===== src/rtl/mips32_ctrl_pkg.sv =====
// Shared definitions for the multi-cycle MIPS32 control path: FSM states,
// opcode/funct encodings, ALU codes, datapath mux encodings and the
// per-state control word.
package mips32_ctrl_pkg;

  typedef enum logic [3:0] {
    IDLE,
    FETCH,
    DECODE,
    MEMADR,
    MEMRD,
    MEMWB,
    MEMWR,
    REX,
    RWB,
    AEX,
    AWB,
    BRANCH,
    JUMP
  } state_t;

  // Primary opcodes (IR[31:26])
  localparam logic [5:0] OP_RTYPE = 6'b000000;
  localparam logic [5:0] OP_LW    = 6'b100011;
  localparam logic [5:0] OP_SW    = 6'b101011;
  localparam logic [5:0] OP_BEQ   = 6'b000100;
  localparam logic [5:0] OP_ADDI  = 6'b001000;
  localparam logic [5:0] OP_J     = 6'b000010;

  // R-type function codes (IR[5:0])
  localparam logic [5:0] FUNCT_ADD = 6'b100000;
  localparam logic [5:0] FUNCT_SUB = 6'b100010;
  localparam logic [5:0] FUNCT_AND = 6'b100100;
  localparam logic [5:0] FUNCT_OR  = 6'b100101;
  localparam logic [5:0] FUNCT_SLT = 6'b101010;

  // ALU operation select
  localparam logic [2:0] ALU_AND = 3'b000;
  localparam logic [2:0] ALU_OR  = 3'b001;
  localparam logic [2:0] ALU_ADD = 3'b010;
  localparam logic [2:0] ALU_SUB = 3'b110;
  localparam logic [2:0] ALU_SLT = 3'b111;

  // ALU B-operand mux
  localparam logic [1:0] SRCB_B       = 2'b00;
  localparam logic [1:0] SRCB_FOUR    = 2'b01;
  localparam logic [1:0] SRCB_IMM     = 2'b10;
  localparam logic [1:0] SRCB_IMM_SH2 = 2'b11;

  // PC source mux
  localparam logic [1:0] PCSRC_ALU    = 2'b00;
  localparam logic [1:0] PCSRC_ALUOUT = 2'b01;
  localparam logic [1:0] PCSRC_JUMP   = 2'b10;

  // Control outputs that depend only on the state (plus the latched funct
  // for REX). Handshake-qualified strobes are produced outside this word.
  typedef struct packed {
    logic       pc_write;
    logic       mem_read;
    logic       mem_write;
    logic       iord;
    logic       reg_write;
    logic       reg_dst;
    logic       mem_to_reg;
    logic       alu_src_a;
    logic [1:0] alu_src_b;
    logic [1:0] pc_src;
    logic [2:0] alu_ctrl;
  } ctrl_t;

  localparam ctrl_t CTRL_NONE = '0;

  // Control word to present while sitting in state s
  function automatic ctrl_t state_ctrl(input state_t s, input logic [2:0] rex_alu);
    ctrl_t c;
    c = CTRL_NONE;
    case (s)
      FETCH: begin
        c.mem_read  = 1'b1;
        c.alu_src_b = SRCB_FOUR;
        c.alu_ctrl  = ALU_ADD;
        c.pc_src    = PCSRC_ALU;
      end
      DECODE: begin
        c.alu_src_b = SRCB_IMM_SH2;
        c.alu_ctrl  = ALU_ADD;
      end
      MEMADR, AEX: begin
        c.alu_src_a = 1'b1;
        c.alu_src_b = SRCB_IMM;
        c.alu_ctrl  = ALU_ADD;
      end
      MEMRD: begin
        c.mem_read = 1'b1;
        c.iord     = 1'b1;
      end
      MEMWB: begin
        c.reg_write  = 1'b1;
        c.mem_to_reg = 1'b1;
      end
      MEMWR: begin
        c.mem_write = 1'b1;
        c.iord      = 1'b1;
      end
      REX: begin
        c.alu_src_a = 1'b1;
        c.alu_src_b = SRCB_B;
        c.alu_ctrl  = rex_alu;
      end
      RWB: begin
        c.reg_write = 1'b1;
        c.reg_dst   = 1'b1;
      end
      AWB: begin
        c.reg_write = 1'b1;
      end
      BRANCH: begin
        c.alu_src_a = 1'b1;
        c.alu_src_b = SRCB_B;
        c.alu_ctrl  = ALU_SUB;
        c.pc_src    = PCSRC_ALUOUT;
      end
      JUMP: begin
        c.pc_src   = PCSRC_JUMP;
        c.pc_write = 1'b1;
      end
      default: c = CTRL_NONE;
    endcase
    return c;
  endfunction

endpackage


===== src/rtl/mips32_alu_decoder.sv =====
// R-type funct to ALU operation decoder, shared with the single-cycle core.
// valid is low for any funct the datapath cannot execute.
module mips32_alu_decoder
  import mips32_ctrl_pkg::*;
(
  input  logic [5:0] funct,
  output logic [2:0] alu_ctrl,
  output logic       valid
);

  // Map funct onto the ALU operation; unknown codes flag invalid
  always_comb begin
    alu_ctrl = ALU_AND;
    valid    = 1'b1;
    case (funct)
      FUNCT_ADD: alu_ctrl = ALU_ADD;
      FUNCT_SUB: alu_ctrl = ALU_SUB;
      FUNCT_AND: alu_ctrl = ALU_AND;
      FUNCT_OR:  alu_ctrl = ALU_OR;
      FUNCT_SLT: alu_ctrl = ALU_SLT;
      default:   valid    = 1'b0;
    endcase
  end

endmodule


===== src/rtl/mips32_multicycle_ctrl.sv =====
// Moore control FSM for a multi-cycle MIPS32 datapath. State-only control
// bits are registered from the next state so they line up with the state
// register; strobes qualified by mem_ready, zero or the decoded opcode are
// combinational on top of the current state.
module mips32_multicycle_ctrl
  import mips32_ctrl_pkg::*;
#(
  parameter int unsigned CNT_W        = 32,
  parameter bit          SUPPORT_ADDI = 1'b1
) (
  input  logic             clk,
  input  logic             reset,
  input  logic [5:0]       op,
  input  logic [5:0]       funct,
  input  logic             zero,
  input  logic             mem_ready,
  output logic             pc_write,
  output logic             ir_write,
  output logic             iord,
  output logic             mem_read,
  output logic             mem_write,
  output logic             reg_write,
  output logic             reg_dst,
  output logic             mem_to_reg,
  output logic             alu_src_a,
  output logic [1:0]       alu_src_b,
  output logic [1:0]       pc_src,
  output logic [2:0]       alu_ctrl,
  output logic             illegal_op,
  output logic [CNT_W-1:0] instr_count
);

  state_t           state_reg;
  state_t           state_next;
  ctrl_t            ctrl_reg;
  logic [CNT_W-1:0] count_reg;
  logic             illegal_next;
  logic             retire_next;
  logic [2:0]       rex_alu;
  logic             funct_ok;

  mips32_alu_decoder u_alu_dec (
    .funct    (funct),
    .alu_ctrl (rex_alu),
    .valid    (funct_ok)
  );

  // Next-state, illegal-instruction and retirement decode
  always_comb begin
    state_next   = state_reg;
    illegal_next = 1'b0;
    retire_next  = 1'b0;
    case (state_reg)
      IDLE:   state_next = FETCH;
      FETCH:  if (mem_ready) state_next = DECODE;
      DECODE: begin
        case (op)
          OP_RTYPE:     state_next = REX;
          OP_LW, OP_SW: state_next = MEMADR;
          OP_BEQ:       state_next = BRANCH;
          OP_J:         state_next = JUMP;
          OP_ADDI: begin
            if (SUPPORT_ADDI) begin
              state_next = AEX;
            end else begin
              state_next   = FETCH;
              illegal_next = 1'b1;
            end
          end
          default: begin
            state_next   = FETCH;
            illegal_next = 1'b1;
          end
        endcase
      end
      MEMADR: state_next = (op == OP_LW) ? MEMRD : MEMWR;
      MEMRD:  if (mem_ready) state_next = MEMWB;
      MEMWB: begin
        state_next  = FETCH;
        retire_next = 1'b1;
      end
      MEMWR: begin
        if (mem_ready) begin
          state_next  = FETCH;
          retire_next = 1'b1;
        end
      end
      REX: begin
        if (funct_ok) begin
          state_next = RWB;
        end else begin
          state_next   = FETCH;
          illegal_next = 1'b1;
        end
      end
      AEX: state_next = AWB;
      RWB, AWB, BRANCH, JUMP: begin
        state_next  = FETCH;
        retire_next = 1'b1;
      end
      default: state_next = IDLE;
    endcase
  end

  // State, registered control word and retired-instruction counter
  always_ff @(posedge clk) begin
    if (reset) begin
      state_reg <= IDLE;
      ctrl_reg  <= CTRL_NONE;
      count_reg <= '0;
    end else begin
      state_reg <= state_next;
      ctrl_reg  <= state_ctrl(state_next, rex_alu);
      if (retire_next) begin
        count_reg <= count_reg + CNT_W'(1);
      end
    end
  end

  assign ir_write   = !reset && (state_reg == FETCH) && mem_ready;
  assign pc_write   = !reset && (ctrl_reg.pc_write
                                 || ((state_reg == FETCH) && mem_ready)
                                 || ((state_reg == BRANCH) && zero));
  assign illegal_op = !reset && illegal_next;

  assign iord        = ctrl_reg.iord;
  assign mem_read    = ctrl_reg.mem_read;
  assign mem_write   = ctrl_reg.mem_write;
  assign reg_write   = ctrl_reg.reg_write;
  assign reg_dst     = ctrl_reg.reg_dst;
  assign mem_to_reg  = ctrl_reg.mem_to_reg;
  assign alu_src_a   = ctrl_reg.alu_src_a;
  assign alu_src_b   = ctrl_reg.alu_src_b;
  assign pc_src      = ctrl_reg.pc_src;
  assign alu_ctrl    = ctrl_reg.alu_ctrl;
  assign instr_count = count_reg;

endmodule

===== config.mk =====
export PLATFORM = sky130hd
export DESIGN_NAME = mips32_multicycle_ctrl
export DESIGN_NICKNAME = d
export VERILOG_FILES = /design/src/rtl/mips32_ctrl_pkg.sv /design/src/rtl/mips32_alu_decoder.sv /design/src/rtl/mips32_multicycle_ctrl.sv
export SDC_FILE = /design/constraint.sdc
export NUM_CORES = 1
export LEC_CHECK = 0
export ABC_AREA = 1
export CAP_MARGIN = 10
export CORE_ASPECT_RATIO = 1.1
export CORE_MARGIN = 2
export CORE_UTILIZATION = 45
export DETAILED_ROUTE_END_ITERATION = 16
export PLACE_DENSITY = 0.71
export SETUP_SLACK_MARGIN = 0.05
export SYNTH_ARGS = -nofsm -noshare
export SYNTH_HDL_FRONTEND = slang
export SYNTH_SLANG_ARGS = --single-unit

===== constraint.sdc =====
create_clock -name clk -period 3.45 [get_ports clk]
set_input_delay 1.035 -clock clk [delete_from_list [all_inputs] [get_ports clk]]
set_output_delay 1.035 -clock clk [all_outputs]
set_load 0.01 [all_outputs]

* Yosys cells after proc, flatten, opt, wreduce, memory -nomap -nowiden *
Cells that the tools add are included.
Widths: inputs -> output; s select.

operators by class
  multiplexer cells = 25
  equality and inequality tests = 34
  reductions and logical operators = 22
  $add $sub $neg = 1

operators by type and width
  operator               count
  $eq 6x6->1 const B     7
  $eq 4x4->1 const B     10
  $add 32x1->32 const B  1
  $eq 4x3->1 const B     8
  $pmux 4 s8             1
  $pmux 4 s5             1
  $eq 4x2->1 const B     4
  $mux 4                 4
  $mux 1                 12
  $pmux 3 s4             1
  $reduce_or 6->1        2
  $reduce_or 5->1        2
  $pmux 3 s3             1
  $eq 4x1->1 const B     2
  $reduce_or 2->1        4
  $reduce_or 4->1        2
  $eq 6x2->1 const B     1
  $eq 6x3->1 const B     1
  $eq 6x4->1 const B     1
  $logic_and 1x1->1      6
  $logic_not 6->1        1
  $pmux 2 s3             1
  $logic_not 4->1        1
  $pmux 1 s2             2
  5 further kinds        6

word-level totals
  word-level logic and storage cells = 95
  flip-flop bits (word level) = 51

* Logic depth before layout (Yosys ltp) *
Gate-level depths: netlist of run 1.

  word-level depth = 8
  gate-level depth with buffers = 14
  mapped depth without buffers = 14

* Modules after synthesis *
From an unflattened synthesis of run 1, not the netlist that was laid out.

second synthesis, totals
  cells, all modules = 437
  area, all modules = 2889.0 um2

by module, submodules not included
  module                  cells an instance  area each (um2)  instances
  mips32_multicycle_ctrl  415                2788.9           1
  mips32_alu_decoder      22                 100.1            1

* Least setup slack after synthesis of run 1 *
Ideal clock, no wire load.

  kind = input port to output port
  from = input reset
  to = output illegal_op
  slack = 691 ps
  stages on the path = 3
  buffers on the path = 2
  data arrival time = 1724 ps
  required time = 2415 ps
  cell sequence = clkbuf_1 > clkbuf_1 > nor2_1

on the way
  word-level cells in the longest chain between the ends = 2

RTL lines
  what               line                           text
  start, declared    mips32_multicycle_ctrl.sv:12   input logic reset,
  $logic_not 1->1    mips32_multicycle_ctrl.sv:124  assign illegal_op = !reset && illegal_next;
  $logic_and 1x1->1  mips32_multicycle_ctrl.sv:124
  end, declared      mips32_multicycle_ctrl.sv:29   output logic illegal_op,

No other way between the ends.

* Worst setup path in the final report of run 1 *
  from = input funct[1]
  to = output illegal_op

on the way
  word-level cells in the longest chain between the ends = 6
  elaborated cells between the ends (all ways) = 10
  classes of those cells = eq/ne: 5; mux: 3; reduce/logical: 2

RTL lines
  what                                  line                           text
  start, declared                       mips32_multicycle_ctrl.sv:14   input logic [5:0] funct,
  $eq 6x6->1                            mips32_alu_decoder.sv:15       case (funct)
  $reduce_or 5->1 (no source line) (*)  --
  $mux 1 (*)                            mips32_alu_decoder.sv:15
  $mux 1 (*)                            mips32_multicycle_ctrl.sv:89   if (funct_ok) begin
  $pmux 1 s2 (*)                        mips32_multicycle_ctrl.sv:53   case (state_reg)
  $logic_and 1x1->1 (*)                 mips32_multicycle_ctrl.sv:124

Mark *: on every way between the ends. The rest lies on a longest branch, timed or not.

==> results of run 1 <==
## power by group through the flow
stage | logic, mW | clock network [mW] | registers (mW)
after floorplan | 0.0988 | 0 | 0.625
after global placement | 0.164 | 0 | 0.624
after detailed placement | 0.167 | 0 | 0.624
after CTS | 0.167 | 0.359 | 0.611
after global routing | 0.190 | 0.383 | 0.612
final | 0.172 | 0.352 | 0.611
## logic make-up (layout without fill, tap and decap cells)
family	Yosys count	count (layout)	share of synthesized area (%)
adder cells (fa/ha/maj)	1	1	0.444
AND/OR/NAND/NOR	244	244	40.5
flip-flops	51	51	36.2
buffers and inverters	77	154	11.6
AO/OA/AOI/OAI	41	41	7.82
XOR/XNOR	11	11	3.42
## critical path, delay by kind of cell
| kind | cells | cell delay (ns) |
|---|---|---|
| buf+inv | 3 | 0.67 |
| simple gates | 5 | 0.42 |
| compound gates | 1 | 0.14 |
## area by class of cell
cell class / count / area, um2 / share of cell area (%)
inverters: 65 / 244 / 6.53
clock inverters: 1 / 5.00 / 0.134
clock buffers: 6 / 82.6 / 2.21
well taps: 80 / 100 / 2.68
repair buffers: 82 / 773 / 20.7
flip-flops and latches: 51 / 1020 / 27.3
multi-input cells: 297 / 1510 / 40.5
## cell usage in the layout (no fill, tap or decap), drive strengths merged
cell type / instances
dlygate4sd2: 2
a21oi: 22
nand3: 33
o211ai: 1
clkinv: 2
nand3b: 1
a31oi: 4
o21ai: 11
nor3b: 2
nor2: 81
a211oi: 1
dfxtp: 51
inv: 64
ha: 1
clkbuf: 6
nor4: 2
nor3: 20
nand4: 11
nand2: 93
xnor2: 6
o31ai: 2
xor2: 5
and2: 1
clkdlybuf4s50: 59
buf: 19
dlymetal6s2s: 2
## worst paths after layout
| check | from | end | slack (ns) | cells past startpoint |
|---|---|---|---|---|
| max | funct[1] | illegal_op | 0.15 | 9 |
| min reg2reg | instr_count[31]$_SDFFE_PP0P_ | instr_count[31]$_SDFFE_PP0P_ | 0.50 | 2 |
| max reg2reg | instr_count[0]$_SDFFE_PP0P_ | instr_count[30]$_SDFFE_PP0P_ | 1.45 | 10 |
| min | instr_count[31]$_SDFFE_PP0P_ | instr_count[31]$_SDFFE_PP0P_ | 0.50 | 2 |
## metal layers
layer,track usage [%],wire length (um),vias to the layer above
met5,0,0,-
met4,6.43,102,0
met3,3.53,298,8
met2,37.8,3580,77
met1,24.5,3080,1304
li1,-,-,1498
## what timing repair did
action,in CTS,in global routing
resized for setup,6,14
hold buffers,0,0
pin swaps,1,3
setup buffers,1,2
setup endpoints to repair,3,1
==> impl_metrics.ini, run 1 <==
[logic_synthesis]
yosysWarnings = 0
avgSynthCellArea_um2 = 6.63
synth_edf_count = 0
synth_commonest_cells = 87 x nand2_1, 70 x nor2_1, 62 x inv_1, 51 x dfxtp_1, 31 x nand3_1
yosys.area.top_type = dfxtp_1
synth_nets = 442
syn_inst = 425
yosysMostFrequentCell = nand2_1
ys.flop_type = dfxtp_1
synth.ff_latch_count = 51
async_flop_share_pct = 0
ys_top_cells_by_area = dfxtp_1 36%, nand2_1 12%, nor2_1 9.3%
synthesis.area_um2 = 2820
synth.top_cell.area_share_pct = 36.2
synth.distinct_cells = 34
ys_seq_area_share_pct = 36.2

[die]
die_w_um = 79.4
rows = 30
core-area_um2 = 6120
die_y_um = 87.0
ioPinCount = 65
initial_utilization_pct = 46.1
die_area_um2 = 6910

[power]
irDropWorstVdd_v = 0.000196
p_comb_share_pct = 15.2
p_switching_mw = 0.303
power_leakage_nw = 1.50
power.share.switching_pct = 26.7
clkPwrFrac_pct = 31.0
intPower_mw = 0.833
powerDensity_nw_per_um2 = 304
finalPower_mw = 1.14
p_seq_share_pct = 53.8

[setup_path]
crit_path_top_delay_cell = clkdlybuf4s50_1
endpoint_kind = primary output
crit_type = in -> out
arrival_ns = 2.26
cp.required_ns = 2.41
path_cells = clkdlybuf4s50_1 -> inv_1 -> nor2_2 -> nand3_2 -> nand3_2 -> nor2_2 -> a31oi_1 -> nor2_1 -> buf_2
cp_max_fo = 2
critPathMaxStageDelay_ns = 0.49
startpoint_type = input pin

[place]
placedCellCount = 572
place_area_um2 = 3590
dp_hpwl_um = 5310
io_buffer_count = 64
gp_congestion = 0.812
dp_slack_ns = -0.266

[sta]
fmax_ghz = 0.303
fin_crit_ns = 3.30
tightest_slew_ns = 0.371
rsz0062_at_grt = no
final_hold_viol_count = 0
hold_ws_ns = 0.503
setup_slack_ns = 0.151
fin_skew_ns = 0.00869
finalSetupViolCount = 0
finalCritPeriodShare_pct = 95.6
relSlewSlack_pct = 75.1
setup_tns_ns = 0
final_max_slew_viol_count = 0

[global_routing]
grt_pass1_vias = 2663
overflow = 0
grt_max_degree = 24
grt_first_pass_wirelength_um = 11500
grt_usage_pct = 20.7
antenna_found_initial = 0

[layout]
largest_reg_flops = 32
finish.utilization_pct = 61.1
final_cell_area_um2 = 3740
diodes = 0
layout-drive-gt1-share_pct = 12.7
layout.nets = 519
area_growth_pct = 32.7
fin_cells = 582
nFillCells = 573

[hold_path]
hp-class = reg -> reg

[clock_tree]
cts.sinks = 51
path_clk_slew_ns = 0.09
cts_buffers = 5
cts_tree = done
cts_root_buf = clkbuf_8
htree_levels = 2
insertion_delay_ns = 0.30
clk_path_buf_depth = 2

[flow_run]
drv_cap = 0

[outcome]
status = finished, final reports clean

[detailed_routing]
routed_wl_um = 7060
dr.pass1.iters = 4
detail_route.wl_per_cell_um = 12.1
dr_total_vias = 2887
final_antenna_net_count = 0
first_iter_violations = 110
vias_per_cell = 4.96
drc = 0
No activity file was read; power rests on OpenSTA's default activity.
==> run 2, diff against run 1 <==
--- a/config.mk
+++ b/config.mk
@@ -9,9 +9,9 @@
 export CAP_MARGIN = 10
 export CORE_ASPECT_RATIO = 1.1
 export CORE_MARGIN = 2
-export CORE_UTILIZATION = 45
+export CORE_UTILIZATION = 42
 export DETAILED_ROUTE_END_ITERATION = 16
-export PLACE_DENSITY = 0.71
+export PLACE_DENSITY = 0.67
 export SETUP_SLACK_MARGIN = 0.05
 export SYNTH_ARGS = -nofsm -noshare
 export SYNTH_HDL_FRONTEND = slang
==> run 2 against run 1 <==
  * Sequential share of layout area is 0.10 points lower
  * Clock-buffer cell count grew 2
  * Fmax fell by 1.1%
  * Via count about the same
  * Critical path type unchanged
  * Largest cell class unchanged
  * Largest power group unchanged
  * Highest routed layer unchanged
==> impl_metrics.ini, run 2 (synthesized netlist as in run 1, its figures left out) <==
[layout]
finish.utilization_pct = 57.2
layout-drive-gt1-share_pct = 12.7
final_common_cell = nand2_1
area_growth_pct = 33.2
layout_common_cells = 86 x nand2_1, 66 x nor2_1, 61 x inv_1
layout.nets = 519
nFillCells = 639
diodes = 0
largest_reg_flops = 32

[die]
die_y_um = 89.9
ioPinCount = 65
core-area_um2 = 6560
rows = 31
die_w_um = 82.1
die_area_um2 = 7380
initial_utilization_pct = 43.0

[detailed_routing]
first_iter_violations = 126
dr.pass1.iters = 4
final_antenna_net_count = 0
drc = 0
routed_wl_um = 7060
detail_route.wl_per_cell_um = 12.1
vias_per_cell = 4.94
dr_total_vias = 2889

[setup_path]
crit_type = in -> out
endpoint_kind = primary output
path_cells = clkdlybuf4s50_1 -> inv_1 -> nor2_2 -> nand3_2 -> nand3_2 -> nor2_1 -> a31oi_1 -> nor2_1 -> buf_2
arrival_ns = 2.30
critPathMaxStageDelay_ns = 0.52
cp.required_ns = 2.41
crit_path_top_delay_cell = clkdlybuf4s50_1
cp_num_buf_inv = 3
cp_top_family = buffers and inverters
cp_max_fo = 3
startpoint_type = input pin

[global_routing]
antenna_found_initial = 0
grt_usage_pct = 19.5
overflow = 0
grt_first_pass_wirelength_um = 11700
grt_pass1_vias = 2797
grt_max_degree = 23

[clock_tree]
cts-hold-fix-buffers = 0
insertion_delay_ns = 0.30
cts_root_buf = clkbuf_8
clk_path_buf_depth = 2
cts_tree = done
cts.sinks = 51
cts_buffers = 5
htree_levels = 2
path_clk_slew_ns = 0.08

[place]
dp_slack_ns = -0.264
dp_hpwl_um = 5360
gp_congestion = 0.876
io_buffer_count = 64

[sta]
setup_slack_ns = 0.114
final_max_slew_viol_count = 0
hold_ws_ns = 0.503
relSlewSlack_pct = 73.9
rsz0062_at_grt = no
setup_tns_ns = 0
final_hold_viol_count = 0
fmax_ghz = 0.300
fin_skew_ns = 0.00959
finalCritPeriodShare_pct = 96.7
tightest_slew_ns = 0.388
finalSetupViolCount = 0
fin_crit_ns = 3.34

[power]
powerDensity_nw_per_um2 = 309
power_leakage_nw = 1.50
irDropWorstVdd_v = 0.000158

[outcome]
status = finished, final reports clean

[hold_path]
hp-class = reg -> reg

[flow_run]
drv_cap = 0
run 2: cell type report:
type / count / area [um2] / area share, %
Multi-Input combinational cell: 297 / 1510 / 40.3
Sequential cell: 51 / 1020 / 27.2
Timing Repair Buffer: 82 / 772 / 20.6
Inverter: 65 / 244 / 6.50
Tap cell: 82 / 103 / 2.73
Clock buffer: 8 / 100 / 2.67
run 2: metrics by stage:
step                std cells  cell area (um2)  power [mW]
finish                    585             3750        1.16
global route              585             3750        1.22
CTS                       583             3700        1.17
detailed placement        575             3600       0.793
global placement          575             3600       0.790
floorplan                 425             2820       0.724
run 2: worst paths after layout:
path | end | start | depth (start not counted) | slack, ns
worst min-delay path | instr_count[31]$_SDFFE_PP0P_ | instr_count[31]$_SDFFE_PP0P_ | 2 | 0.50
worst min register to register | instr_count[31]$_SDFFE_PP0P_ | instr_count[31]$_SDFFE_PP0P_ | 2 | 0.50
worst max register to register | instr_count[30]$_SDFFE_PP0P_ | instr_count[0]$_SDFFE_PP0P_ | 10 | 1.50
worst max-delay path | illegal_op | funct[3] | 9 | 0.11
run 2: tightest hold or removal path: stages (launching register included):
cell and delay [ns]:
dfxtp_1 0.34, nand2_1 0.07, a21oi_1 0.05
run 2: report_power, final:
group	internal [mW]	switching (mW)
Sequential	0.601	0.00931
Combinational	0.0740	0.101
Clock	0.183	0.192
Total	0.859	0.302
run 2: repair_timing:
item	in CTS	in global routing
buffers inserted	0	2
pin swaps	1	3
resized for setup	6	14
setup endpoints to repair	3	2
run 2: metal layers:
| metal | part of all wire [%] | vias to the layer above | track usage [%] |
|---|---|---|---|
| li1 | - | 1503 | - |
| met1 | 45 | 1296 | 24.0 |
| met2 | 47 | 78 | 33.1 |
| met3 | 5.7 | 12 | 4.42 |
| met4 | 1.7 | 0 | 6.25 |
| met5 | 0 | - | 0 |
